==> src/rtl/seg7_display_ctrl.sv <==
`timescale 1ns/1ps
// seg7_display_ctrl: multi-digit seven-segment display controller.
// A binary value is captured through a load/busy handshake and shown either
// in hex (direct nibble mapping) or in decimal (sequential double-dabble).
// Output features: leading-zero blanking, overflow dashes, per-digit blink.
// Optional feature macro: SEG7_DP_EN adds the dp_mask port and drives the
// decimal points; without it every decimal point is held off.
module seg7_display_ctrl #(
    parameter int unsigned DIGITS    = 4,
    parameter int unsigned DATA_W    = 16,
    parameter int unsigned BLINK_DIV = 5000000
) (
    input  logic                   CLOCK_50,
    input  logic                   RESET_N,
    input  logic [DATA_W-1:0]      value_in,
    input  logic                   dec_mode,
    input  logic                   lz_en,
    input  logic                   load,
    output logic                   busy,
    input  logic [DIGITS-1:0]      blink_mask,
`ifdef SEG7_DP_EN
    input  logic [DIGITS-1:0]      dp_mask,
`endif
    output logic [DIGITS-1:0][7:0] SEM
);

    localparam int unsigned HEX_W  = 4 * DIGITS;
    localparam int unsigned BCD_W  = 4 * DIGITS + 4;   // one spare digit for overflow
    localparam int unsigned EXT_W  = (DATA_W > HEX_W) ? DATA_W : HEX_W;
    localparam int unsigned STEP_W = (DATA_W > 1) ? $clog2(DATA_W) : 1;
    localparam int unsigned CNT_W  = $clog2(BLINK_DIV);

    typedef enum logic {IDLE, CONV} state_t;

    state_t                 state;
    logic [DIGITS-1:0][3:0] digit_q;
    logic                   ovf_q;
    logic                   shown_q;     // a load has completed since reset
    logic [DATA_W-1:0]      bin_q;
    logic [BCD_W-1:0]       bcd_q;
    logic                   lost_q;      // a BCD bit fell off the top of the spare digit
    logic [STEP_W-1:0]      step_q;
    logic [CNT_W-1:0]       blink_cnt;
    logic                   blink_phase;

    logic [EXT_W-1:0]       value_ext;
    logic                   hex_ovf;
    logic [BCD_W-1:0]       bcd_adj;
    logic [BCD_W-1:0]       bcd_next;
    logic                   upper_zero;
    logic [6:0]             seg7;
    logic                   dp;

    // Active-low a..g glyphs, bit6=a ... bit0=g.
    function automatic logic [6:0] hex_glyph(input logic [3:0] n);
        case (n)
            4'h0: hex_glyph = 7'h01;
            4'h1: hex_glyph = 7'h4F;
            4'h2: hex_glyph = 7'h12;
            4'h3: hex_glyph = 7'h06;
            4'h4: hex_glyph = 7'h4C;
            4'h5: hex_glyph = 7'h24;
            4'h6: hex_glyph = 7'h20;
            4'h7: hex_glyph = 7'h0F;
            4'h8: hex_glyph = 7'h00;
            4'h9: hex_glyph = 7'h04;
            4'hA: hex_glyph = 7'h08;
            4'hB: hex_glyph = 7'h60;
            4'hC: hex_glyph = 7'h31;
            4'hD: hex_glyph = 7'h42;
            4'hE: hex_glyph = 7'h30;
            default: hex_glyph = 7'h38;
        endcase
    endfunction

    // Zero-extend the input so the hex path works for any DATA_W vs DIGITS.
    assign value_ext = EXT_W'(value_in);
    assign hex_ovf   = |(value_ext >> HEX_W);

    // One double-dabble step: add 3 to every nibble >= 5, then shift in the next bit.
    always_comb begin
        // NOTE: every always_comb output gets a full default first so no path can infer a latch.
        bcd_adj = bcd_q;
        for (int i = 0; i < int'(DIGITS) + 1; i++) begin
            if (bcd_q[4*i +: 4] >= 4'd5)
                bcd_adj[4*i +: 4] = bcd_q[4*i +: 4] + 4'd3;
        end
        bcd_next = {bcd_adj[BCD_W-2:0], bin_q[DATA_W-1]};
    end

    // Load/convert FSM with registered busy, digit registers and overflow flag.
    always_ff @(posedge CLOCK_50 or negedge RESET_N) begin
        if (!RESET_N) begin
            // NOTE: sequential state uses non-blocking assignments only, so every register samples pre-edge values.
            state   <= IDLE;
            busy    <= 1'b0;
            digit_q <= '0;
            ovf_q   <= 1'b0;
            shown_q <= 1'b0;
            bin_q   <= '0;
            bcd_q   <= '0;
            lost_q  <= 1'b0;
            step_q  <= '0;
        end else begin
            case (state)
                IDLE: begin
                    if (load) begin
                        if (dec_mode) begin
                            bin_q  <= value_in;
                            bcd_q  <= '0;
                            lost_q <= 1'b0;
                            step_q <= '0;
                            busy   <= 1'b1;
                            state  <= CONV;
                        end else begin
                            digit_q <= value_ext[HEX_W-1:0];
                            ovf_q   <= hex_ovf;
                            shown_q <= 1'b1;
                        end
                    end
                end
                CONV: begin
                    bin_q  <= bin_q << 1;
                    bcd_q  <= bcd_next;
                    lost_q <= lost_q | bcd_adj[BCD_W-1];
                    step_q <= step_q + 1'b1;
                    if (step_q == STEP_W'(DATA_W - 1)) begin
                        digit_q <= bcd_next[HEX_W-1:0];
                        ovf_q   <= (|bcd_next[BCD_W-1:HEX_W]) | lost_q | bcd_adj[BCD_W-1];
                        shown_q <= 1'b1;
                        busy    <= 1'b0;
                        state   <= IDLE;
                    end
                end
                default: state <= IDLE;
            endcase
        end
    end

    // Free-running blink timebase: phase toggles every BLINK_DIV cycles.
    always_ff @(posedge CLOCK_50 or negedge RESET_N) begin
        if (!RESET_N) begin
            blink_cnt   <= '0;
            blink_phase <= 1'b0;
        end else if (blink_cnt == CNT_W'(BLINK_DIV - 1)) begin
            blink_cnt   <= '0;
            blink_phase <= ~blink_phase;
        end else begin
            blink_cnt <= blink_cnt + 1'b1;
        end
    end

    // Segment mapping: blink > overflow dash > leading-zero blank > glyph; dark until the first load.
    always_comb begin
        SEM        = '1;
        upper_zero = 1'b1;
        seg7       = '1;
        dp         = 1'b1;
        for (int d = int'(DIGITS) - 1; d >= 0; d--) begin
            upper_zero = upper_zero & (digit_q[d] == 4'd0);
            if (ovf_q)
                seg7 = 7'h7E;
            else if (lz_en && upper_zero && d != 0)
                seg7 = 7'h7F;
            else
                seg7 = hex_glyph(digit_q[d]);
`ifdef SEG7_DP_EN
            dp = ~dp_mask[d];
`else
            dp = 1'b1;
`endif
            if (!shown_q || (blink_phase && blink_mask[d])) begin
                seg7 = 7'h7F;
                dp   = 1'b1;
            end
            SEM[d] = {dp, seg7};
        end
    end

endmodule
==> config.mk <==
export PLATFORM = sky130hd
export DESIGN_NAME = seg7_display_ctrl
export DESIGN_NICKNAME = d
export VERILOG_FILES = /design/src/rtl/seg7_display_ctrl.sv
export SDC_FILE = /design/constraint.sdc
export NUM_CORES = 1
export LEC_CHECK = 0
export ABC_CLOCK_PERIOD_IN_PS = 2250
export CELL_PAD_IN_SITES_DETAIL_PLACEMENT = 1
export CELL_PAD_IN_SITES_GLOBAL_PLACEMENT = 2
export CORE_MARGIN = 5
export CORE_UTILIZATION = 36
export CTS_BUF_LIST = sky130_fd_sc_hd__clkbuf_8
export DETAILED_ROUTE_END_ITERATION = 16
export PLACE_DENSITY_LB_ADDON = 0.05
export SKIP_LAST_GASP = 1
export SLEW_MARGIN = 40
export SYNTH_ARGS = -nofsm -noshare
export SYNTH_HDL_FRONTEND = slang
export SYNTH_SLANG_ARGS = --single-unit
==> constraint.sdc <==
create_clock -name CLOCK_50 -period 2.25 [get_ports CLOCK_50]
set_input_delay 0.45 -clock CLOCK_50 [delete_from_list [all_inputs] [get_ports CLOCK_50]]
set_output_delay 0.45 -clock CLOCK_50 [all_outputs]
set_load 0.01 [all_outputs]
==> results of run 1 <==
path summary, 6_finish.rpt:
path / slack (ns) / start / to / cells past startpoint
setup / recovery: -0.22 / digit_q[13] / SEM[10] / 8
hold / removal: 0.43 / RESET_N / step_q[1] / 2
setup reg to reg: 0.17 / blink_cnt[0] / blink_phase / 6
hold reg to reg: 0.49 / blink_cnt[20] / blink_cnt[20] / 1
max in group asynchronous: 1.25 / RESET_N / blink_cnt[7] / 3
min in group CLOCK_50: 0.49 / blink_cnt[20] / blink_cnt[20] / 1
sequential cells by signal (all words and copies together) (netlist names):
register,cells
bin_q,16
ovf_q,1
busy,1
bcd_q,20
digit_q,16
state,1
lost_q,1
step_q,4
shown_q,1
blink_phase,1
blink_cnt,23
per-stage QoR:
step                area (sq um)  setup WS (ns)
floorplan                   5310         0.0429
global placement            6400         -0.771
finish                      6850         -0.216
CTS                         6760         -0.251
global route                6850         -0.306
detailed placement          6400         -0.841
cell type report:
type | count | area share [%]
multi-input combinational | 445 | 46.7
clock buffer | 11 | 2.21
timing repair buffer | 120 | 14.4
sequential | 85 | 31.1
clock inverter | 5 | 0.402
inverter | 34 | 1.86
tap | 184 | 3.36
worst max-delay path: stages, from the launching register on:
cell     delay, ns
dfrtp_1       0.40
inv_2         0.09
ha_4          0.12
nand4_1       0.11
or4_4         0.43
and3_4        0.22
buf_6         0.12
nand2_2       0.05
buf_6         0.09
layout by cell type, fill, tap and decap left out, drive strengths merged, types with 3 or more instances in the layout:
| cell | n |
|---|---|
| buf | 94 |
| nand2 | 93 |
| dfrtp | 85 |
| o21ai | 57 |
| ha | 36 |
| inv | 36 |
| a21oi | 30 |
| nor2 | 30 |
| clkdlybuf4s50 | 24 |
| mux2i | 21 |
| xnor2 | 19 |
| nand3 | 17 |
| o211ai | 16 |
| nand2b | 16 |
| clkbuf | 11 |
| xor2 | 11 |
| a21o | 10 |
| a22oi | 9 |
| o311ai | 8 |
| a22o | 7 |
| nand4 | 6 |
| and2 | 6 |
| nand3b | 4 |
| conb | 4 |
| and3 | 4 |
| nor3 | 3 |
| mux2 | 3 |
| a221oi | 3 |
| nor4 | 3 |
| nor2b | 3 |
| o311a | 3 |
cell families after synthesis:
family | count (synthesis) | share of synthesized area [%]
other | 1 | 0.0708
adder cells (fa/ha/maj) | 36 | 8.50
XOR/XNOR | 30 | 5.10
AND/OR/NAND/NOR | 195 | 17.5
buffers and inverters | 63 | 4.89
AO/OA/AOI/OAI | 154 | 18.3
flip-flops | 85 | 40.2
multiplexers | 26 | 5.46
power groups by stage:
stage	Clock, mW	Combinational, mW	Sequential [mW]
floorplan	0	3.12	2.41
global placement	0	5.30	2.41
detailed placement	0	5.44	2.45
CTS	1.06	5.61	2.44
global route	1.10	6.44	2.51
finish	1.02	5.79	2.44
layer usage:
| metal | routed length, um | up-vias |
|---|---|---|
| met3 | 377 | 24 |
| met1 | 7040 | 2211 |
| met5 | 0 | - |
| met4 | 287 | 0 |
| met2 | 6850 | 59 |
| li1 | - | 2257 |
what timing repair did:
item,CTS,global route
hold endpoints to repair,3,0
buffers inserted,7,2
setup endpoints to repair,28,27
resized for setup,186,16
pin swaps,16,9
hold buffers,1,0
==> qor.txt, run 1 <==
Clock latency on the worst-skew pair: 0.36 ns
Vias per cell: 5.15
Die X: 131 um
Distinct cells, synth: 52
Placeable Area: 14500 sq um
Crit path DAT: 2.02 ns
Clk pwr share: 11.0%
GR Util met2: 27.5%
Vert. Die Dim: 131 um
Busiest layer in global routing: met2
Worst slew pin tran: 0.622 ns
Share of post-route cells with drive strength above 1: 24.0%
DRC: 0
WP data required: 1.80 ns
Status: complete, but fails checks
Gate power share: 62.6%
Pwr Total: 9.24 mW
# setup viols final: 21
Sw Pwr: 4.11 mW
Slew margin rel.: 58.5%
Pin count of the biggest net entering global routing: 67
Synthesis-to-layout area growth: 29.2%
Post-route ant nets: 0
Post-route setup TNS: -2.42 ns
I/O Buffers: 53
Top FF cell, synth: dfrtp_1
Initial antenna violation count: 0
Drt wl/cell: 16.5 um
# IOs: 58
Crit path kind: reg -> out
YS warnings: 0
Startpoint Class: register
CTS tree: yes
FILL cells: 1682
Met3 Use GR: 2.33%
Final hold vios: 0
Hold crit path type: in -> async
DR iter-0 viols: 114
Register area: 2130 sq um
Syn Std Cell Area: 5300 sq um
Vias in the first global route: 4905
Hold_ws: 0.434 ns
Tmin final: 2.47 ns
RSZ-0062 raised after global routing: yes
Routed WL: 14600 um
Rows: 44
CTS Buf Count: 9
DP HPWL: 10700 um
Max Freq: 0.406 GHz
Final Skew: 0.00992 ns
CP endpoint kind: output port
Mapped Cells: 590
Top cells by count, synth: 93 x nand2_1, 85 x dfrtp_1, 57 x o21ai_0, 36 x ha_1, 33 x inv_1
Maximum fanout along the worst path: 5
Number of flops mapped to enable cells by yosys: 0
Failing checks: negative setup slack
H-tree depth: 3
Finished Layout Cells: 884
Crit share post-route: 110%
Nets@finish: 756
DRT Pass-1 Iters: 4
Die area: 17200 sq um
Global-route wire length before repair: 24600 um
Top-count cell post-synth: nand2_1
Syn Area/Cell: 8.98 sq um
Root Driver: clkbuf_8
Async SR Flop Fraction: 100%
Grt total ovfl: 0
Sequential share of the synthesized area: 40.2%
# diodes: 0
Switching Share: 44.5%
Top cell type's share of synthesized area: 40.2%
GR Util All Layers: 16.7%
P_leak: 3.16 nW
Pwr per Cell Area: 1350 nW/um^2
CTS Buffer Depth: 2
Starting Density: 36.6%
Maximum VDD drop: 723 uV
Multi-input logic area: 3200 sq um
Clk sinks: 85
Worst setup margin: -0.216 ns
Reported max-cap violation count: 0
Via count: 4551
Final Util: 47.3%
Flop pwr share: 26.4%
Synth Register Bits: 85
M1 GR Usage: 22.5%
Internal power: 5.14 mW
DP Cell Count: 859
Top post-synthesis cells by area: dfrtp_1 40%, ha_1 8.5%, nand2_1 6.6%, o21ai_0 5.4%, mux2i_1 4.0%
Reg clk slew, reported paths: 0.09 ns
GP Congestion: 0.793
Fin. max-slew vios: 0
Yosys top cell by area: dfrtp_1
Note: power is estimated with default switching activity, not from simulation.
==> inputs of run 2 (changes only) <==
--- a/config.mk
+++ b/config.mk
@@ -13,8 +13,8 @@
 export CTS_BUF_LIST = sky130_fd_sc_hd__clkbuf_8
 export DETAILED_ROUTE_END_ITERATION = 16
 export PLACE_DENSITY_LB_ADDON = 0.05
-export SKIP_LAST_GASP = 1
-export SLEW_MARGIN = 40
+export SETUP_SLACK_MARGIN = 0.1
+export SLEW_MARGIN = 20
 export SYNTH_ARGS = -nofsm -noshare
 export SYNTH_HDL_FRONTEND = slang
 export SYNTH_SLANG_ARGS = --single-unit
==> run 2 against run 1 <==
  * The flow still finishes with violations (negative setup slack)
  * Non-clock buffer count fell by 2
  * Critical path depth fell by 2
  * Sequential power rose by 2%
  * First-iteration DRC count fell by 11%
  * Utilization fell by 0.41 points
==> qor.txt, run 2 (same netlist as run 1, synthesis figures left out) <==
Status: complete, but fails checks
Failing checks: negative setup slack
GP Congestion: 0.803
Switching Share: 44.7%
Max Freq: 0.400 GHz
Worst setup margin: -0.250 ns
Global-route wire length before repair: 24600 um
I/O Buffers: 53
Nets@finish: 754
Share of post-route cells with drive strength above 1: 23.8%
Flop pwr share: 27.3%
Crit path DAT: 2.05 ns
Pwr per Cell Area: 1350 nW/um^2
Internal power: 5.05 mW
Reported max-cap violation count: 0
# IOs: 58
Die area: 17200 sq um
Slew margin rel.: 54.7%
H-tree depth: 3
Root Driver: clkbuf_8
Synthesis-to-layout area growth: 28.1%
Die X: 131 um
Vias in the first global route: 4825
DP HPWL: 10900 um
Maximum VDD drop: 589 uV
Grt total ovfl: 0
Via count: 4609
Rows: 44
Vias per cell: 5.23
DRC: 0
Crit path kind: in -> out
Initial antenna violation count: 0
WP data required: 1.80 ns
Reg2Reg Setup Slack: 0.26 ns
CTS Buffer Depth: 2
Placeable Area: 14500 sq um
Busiest layer in global routing: met2
Commonest non-fill, non-tap cell in the layout: nand2_1
FILL cells: 1698
Startpoint Class: primary input
# setup viols final: 16
GR Util All Layers: 16.8%
# diodes: 0
Met3 Use GR: 2.26%
CTS tree: yes
Gate power share: 61.3%
Finished Layout Cells: 882
Final Skew: 0.00898 ns
Worst slew pin tran: 0.680 ns
Clk sinks: 85
Drt wl/cell: 16.7 um
Largest Register: blink_cnt
Clock latency on the worst-skew pair: 0.36 ns
Crit share post-route: 111%
Vert. Die Dim: 131 um
DR iter-0 viols: 102
Final hold vios: 0
M1 GR Usage: 24.0%
Maximum fanout along the worst path: 6
Largest regs: blink_cnt x23, bcd_q x20
Pin count of the biggest net entering global routing: 46
CP endpoint kind: output port
Hold crit path type: in -> async
Post-route ant nets: 0
Fin. max-slew vios: 0
Reg clk slew, reported paths: 0.09 ns
Hold_ws: 0.0100 ns
Starting Density: 36.6%
DP Cell Count: 859
GR Util met2: 26.6%
P_leak: 3.11 nW
DRT Pass-1 Iters: 4
CTS Buf Count: 9
Largest register FFs: 23
Tmin final: 2.50 ns
Sw Pwr: 4.08 mW
Clk pwr share: 11.3%
RSZ-0062 raised after global routing: yes
Routed WL: 14800 um
Most frequent cells in the layout: 90 x nand2_1, 82 x dfrtp_1, 58 x buf_4, 52 x o21ai_0, 29 x nor2_1
==> run 2: cell count changes in the layout (fill, tap and decap cells not counted), moves of 2 or more <==
cell        change
nand2_2         -3
inv_2           -4
mux2_2          -2
dfrtp_2         +2
buf_2           +4
clkinvlp_4      +2
mux2_4          +2
o311ai_2        +2
nand2_1         +4
buf_6           -5
dfrtp_1         -2
==> run 2: worst max-delay path: stages <==
cell and delay, ns:
clkdlybuf4s50_1 0.51, nand4_1 0.14, or4_4 0.44, and3_4 0.22, o211ai_1 0.11, buf_2 0.18
==> run 2: final timing paths <==
check | from | end | cells past startpoint
min | RESET_N | bcd_q[0] | 1
max in group asynchronous | RESET_N | blink_cnt[21] | 2
min reg2reg | bin_q[13] | bin_q[14] | 2
min in group CLOCK_50 | bin_q[13] | bin_q[14] | 2
max reg2reg | blink_cnt[12] | blink_phase | 5
max | lz_en | SEM[12] | 6
==> run 2: power groups by stage <==
stage | logic [mW] | registers (mW) | clock network [mW]
6_report | 5.60 | 2.50 | 1.03
5_1_grt | 6.26 | 2.57 | 1.14
4_1_cts | 5.38 | 2.49 | 1.08
3_5_place_dp | 5.42 | 2.50 | 0
3_3_place_gp | 5.26 | 2.48 | 0
2_1_floorplan | 3.14 | 2.42 | 0
==> run 2: metal layers <==
metal,share of wire [%],vias up
met5,0,-
met3,2.8,14
met1,50,2272
met2,46,65
met4,1.6,0
li1,-,2258
==> run 2: area by class of cell <==
class	instances	area [sq um]	share of cell area [%]
clock buffer	11	151	2.23
clock inverter	5	35.0	0.516
inverter	34	130	1.92
multi-input combinational	445	3180	46.9
sequential	85	2130	31.4
tap	184	230	3.39
timing repair buffer	118	926	13.6
==> run 2: repair_timing <==
item,in CTS,in global routing
endpoints found under the setup margin,28,29
gates resized for setup,160,25
hold buffers,0,0
buffers inserted,5,5
pin swaps,11,15
==> run 2: through the flow <==
| step | utilization [%] | area [sq um] | total power [mW] | TNS [ns] | worst slack [ns] |
|---|---|---|---|---|---|
| 6_report | 46.9 | 6790 | 9.13 | -2.37 | -0.250 |
| 5_1_grt | 46.9 | 6790 | 9.97 | -4.08 | -0.339 |
| 4_1_cts | 46.1 | 6670 | 8.94 | -2.69 | -0.265 |
| 3_5_place_dp | 44.1 | 6390 | 7.92 | -11.18 | -0.787 |
| 3_3_place_gp | 44.1 | 6390 | 7.74 | -10.70 | -0.742 |
| 2_1_floorplan | - | 5310 | 5.56 | 0 | 0.106 |
==> inputs of run 3 (changes only) <==
--- a/config.mk
+++ b/config.mk
@@ -14,7 +14,6 @@
 export DETAILED_ROUTE_END_ITERATION = 16
 export PLACE_DENSITY_LB_ADDON = 0.05
 export SETUP_SLACK_MARGIN = 0.1
-export SLEW_MARGIN = 20
 export SYNTH_ARGS = -nofsm -noshare
 export SYNTH_HDL_FRONTEND = slang
 export SYNTH_SLANG_ARGS = --single-unit
==> run 3 against run 2 <==
  * First-iteration DRC count grew 9.8%
  * Routed wire length grew 0.26%
  * Register-to-register slack is essentially flat
  * The flow still finishes with violations (negative setup slack)
  * Fmax grew 0.55%
  * Critical path depth is the same
  * Global-route usage is the same
  * Clock power is essentially flat
  * Utilization is essentially flat
  * Count of clock-buffer cells in the layout is the same
==> qor.txt, run 3 (same netlist as run 1, synthesis figures left out) <==
Final Util: 46.9%
CTS Buf Count: 9
CTS tree: yes
Cell Chain, Critical Path: clkdlybuf4s50_1 > nand4_1 > or4_4 > and3_4 > o211ai_1 > buf_2
Post-route ant nets: 0
Root Driver: clkbuf_8
Die area: 17200 sq um
CP max stage cell: clkdlybuf4s50_1
WP data required: 1.80 ns
Final Skew: 0.00894 ns
DP HPWL: 10900 um
Switching Share: 44.8%
Worst slew pin tran: 1.20 ns
Max Freq: 0.402 GHz
Maximum fanout along the worst path: 6
Hold_ws: 0.00942 ns
Flop pwr share: 27.3%
Hold crit path type: in -> async
Reg clk slew, reported paths: 0.09 ns
DR iter-0 viols: 112
Maximum VDD drop: 590 uV
Startpoint Class: primary input
Most frequent cells in the layout: 90 x nand2_1, 82 x dfrtp_1, 58 x buf_4, 52 x o21ai_0
# diodes: 0
Global-route wire length before repair: 24600 um
Vias per cell: 5.24
Starting Density: 36.6%
Pin count of the biggest net entering global routing: 46
CP endpoint kind: output port
Gate power share: 61.4%
Clock latency on the worst-skew pair: 0.36 ns
Final hold vios: 0
Placeable Area: 14500 sq um
GR Util All Layers: 16.8%
Nets@finish: 754
Routed WL: 14800 um
DRT Pass-1 Iters: 4
Crit share post-route: 111%
GP Congestion: 0.803
RSZ-0062 raised after global routing: yes
I/O Buffers: 53
Fin. max-slew vios: 0
H-tree depth: 3
Pre-CTS WS: -0.787 ns
Post-route setup TNS: -2.20 ns
Reported max-cap violation count: 0
Initial antenna violation count: 0
Vert. Die Dim: 131 um
Worst setup margin: -0.237 ns
Clk sinks: 85
Largest Register: blink_cnt
Clk pwr share: 11.3%
Slew margin rel.: 20.3%
Internal power: 5.05 mW
Largest register FFs: 23
Share of post-route cells with drive strength above 1: 23.6%
Rows: 44
CTS Buffer Depth: 2
P_leak: 3.11 nW
Tmin final: 2.49 ns
Pwr per Cell Area: 1350 nW/um^2
Commonest non-fill, non-tap cell in the layout: nand2_1
Drt wl/cell: 16.8 um
Crit path DAT: 2.04 ns
FILL cells: 1700
Vias in the first global route: 4825
Largest regs: blink_cnt x23, bcd_q x20
Grt total ovfl: 0
Synthesis-to-layout area growth: 28.1%
# setup viols final: 16
Die X: 131 um
CP max stage delay: 0.50 ns
Sw Pwr: 4.09 mW
Crit path kind: in -> out
# IOs: 58
Via count: 4624
Failing checks: negative setup slack
Status: complete, but fails checks
DRC: 0
## run 3: worst paths after layout
check	startpoint	to	slack, ns	depth (start not counted)
worst max-delay path	lz_en	SEM[12]	-0.24	6
worst min-delay path	RESET_N	bcd_q[0]	0.009	1
worst max register to register	blink_cnt[12]	blink_phase	0.26	5
worst min register to register	bin_q[13]	bin_q[14]	0.49	2
max in group asynchronous	RESET_N	blink_cnt[21]	1.65	2
min in group CLOCK_50	bin_q[13]	bin_q[14]	0.49	2
## run 3: through the flow
| step | cells | total power [mW] | cell area [sq um] |
|---|---|---|---|
| 6_report | 882 | 9.14 | 6780 |
| 5_1_grt | 882 | 9.97 | 6780 |
| 4_1_cts | 879 | 8.94 | 6670 |
| 3_5_place_dp | 859 | 7.92 | 6390 |
| 3_3_place_gp | 859 | 7.74 | 6390 |
| 2_1_floorplan | 593 | 5.56 | 5310 |
## run 3: timing repair
action / 4_1_cts / 5_1_grt
hold buffers: 0 / 0
setup endpoints to repair: 28 / 29
setup buffers: 5 / 5
hold endpoints to repair: 0 / 0
pin swaps: 11 / 15
resized for setup: 160 / 25
## run 3: final cells by class
| cell class | count | area [sq um] | area share [%] |
|---|---|---|---|
| flip-flops and latches | 85 | 2130 | 31.4 |
| inverters | 34 | 130 | 1.92 |
| clock buffers | 11 | 151 | 2.23 |
| well taps | 184 | 230 | 3.39 |
| repair buffers | 118 | 926 | 13.6 |
| clock inverters | 5 | 35.0 | 0.516 |
| multi-input cells | 445 | 3180 | 46.9 |
## run 3: worst max-delay path: cells and delay by family
kind                   cells  cell delay [ns]
AOI/OAI and AO/OA          1             0.11
and+or+nand+nor            3             0.80
buffers and inverters      2             0.68
## run 3: per-layer routing
layer	global-route usage (%)	wire (um)
met5	0	0
met4	5.14	232
met3	2.26	397
met2	26.6	6760
met1	24.0	7410
## run 3: power by group through the flow
stage          registers [mW]  logic, mW  clock network [mW]
3_5_place_dp             2.50       5.42                   0
2_1_floorplan            2.42       3.14                   0
6_report                 2.50       5.61                1.04
3_3_place_gp             2.48       5.26                   0
5_1_grt                  2.57       6.26                1.14
4_1_cts                  2.49       5.38                1.08
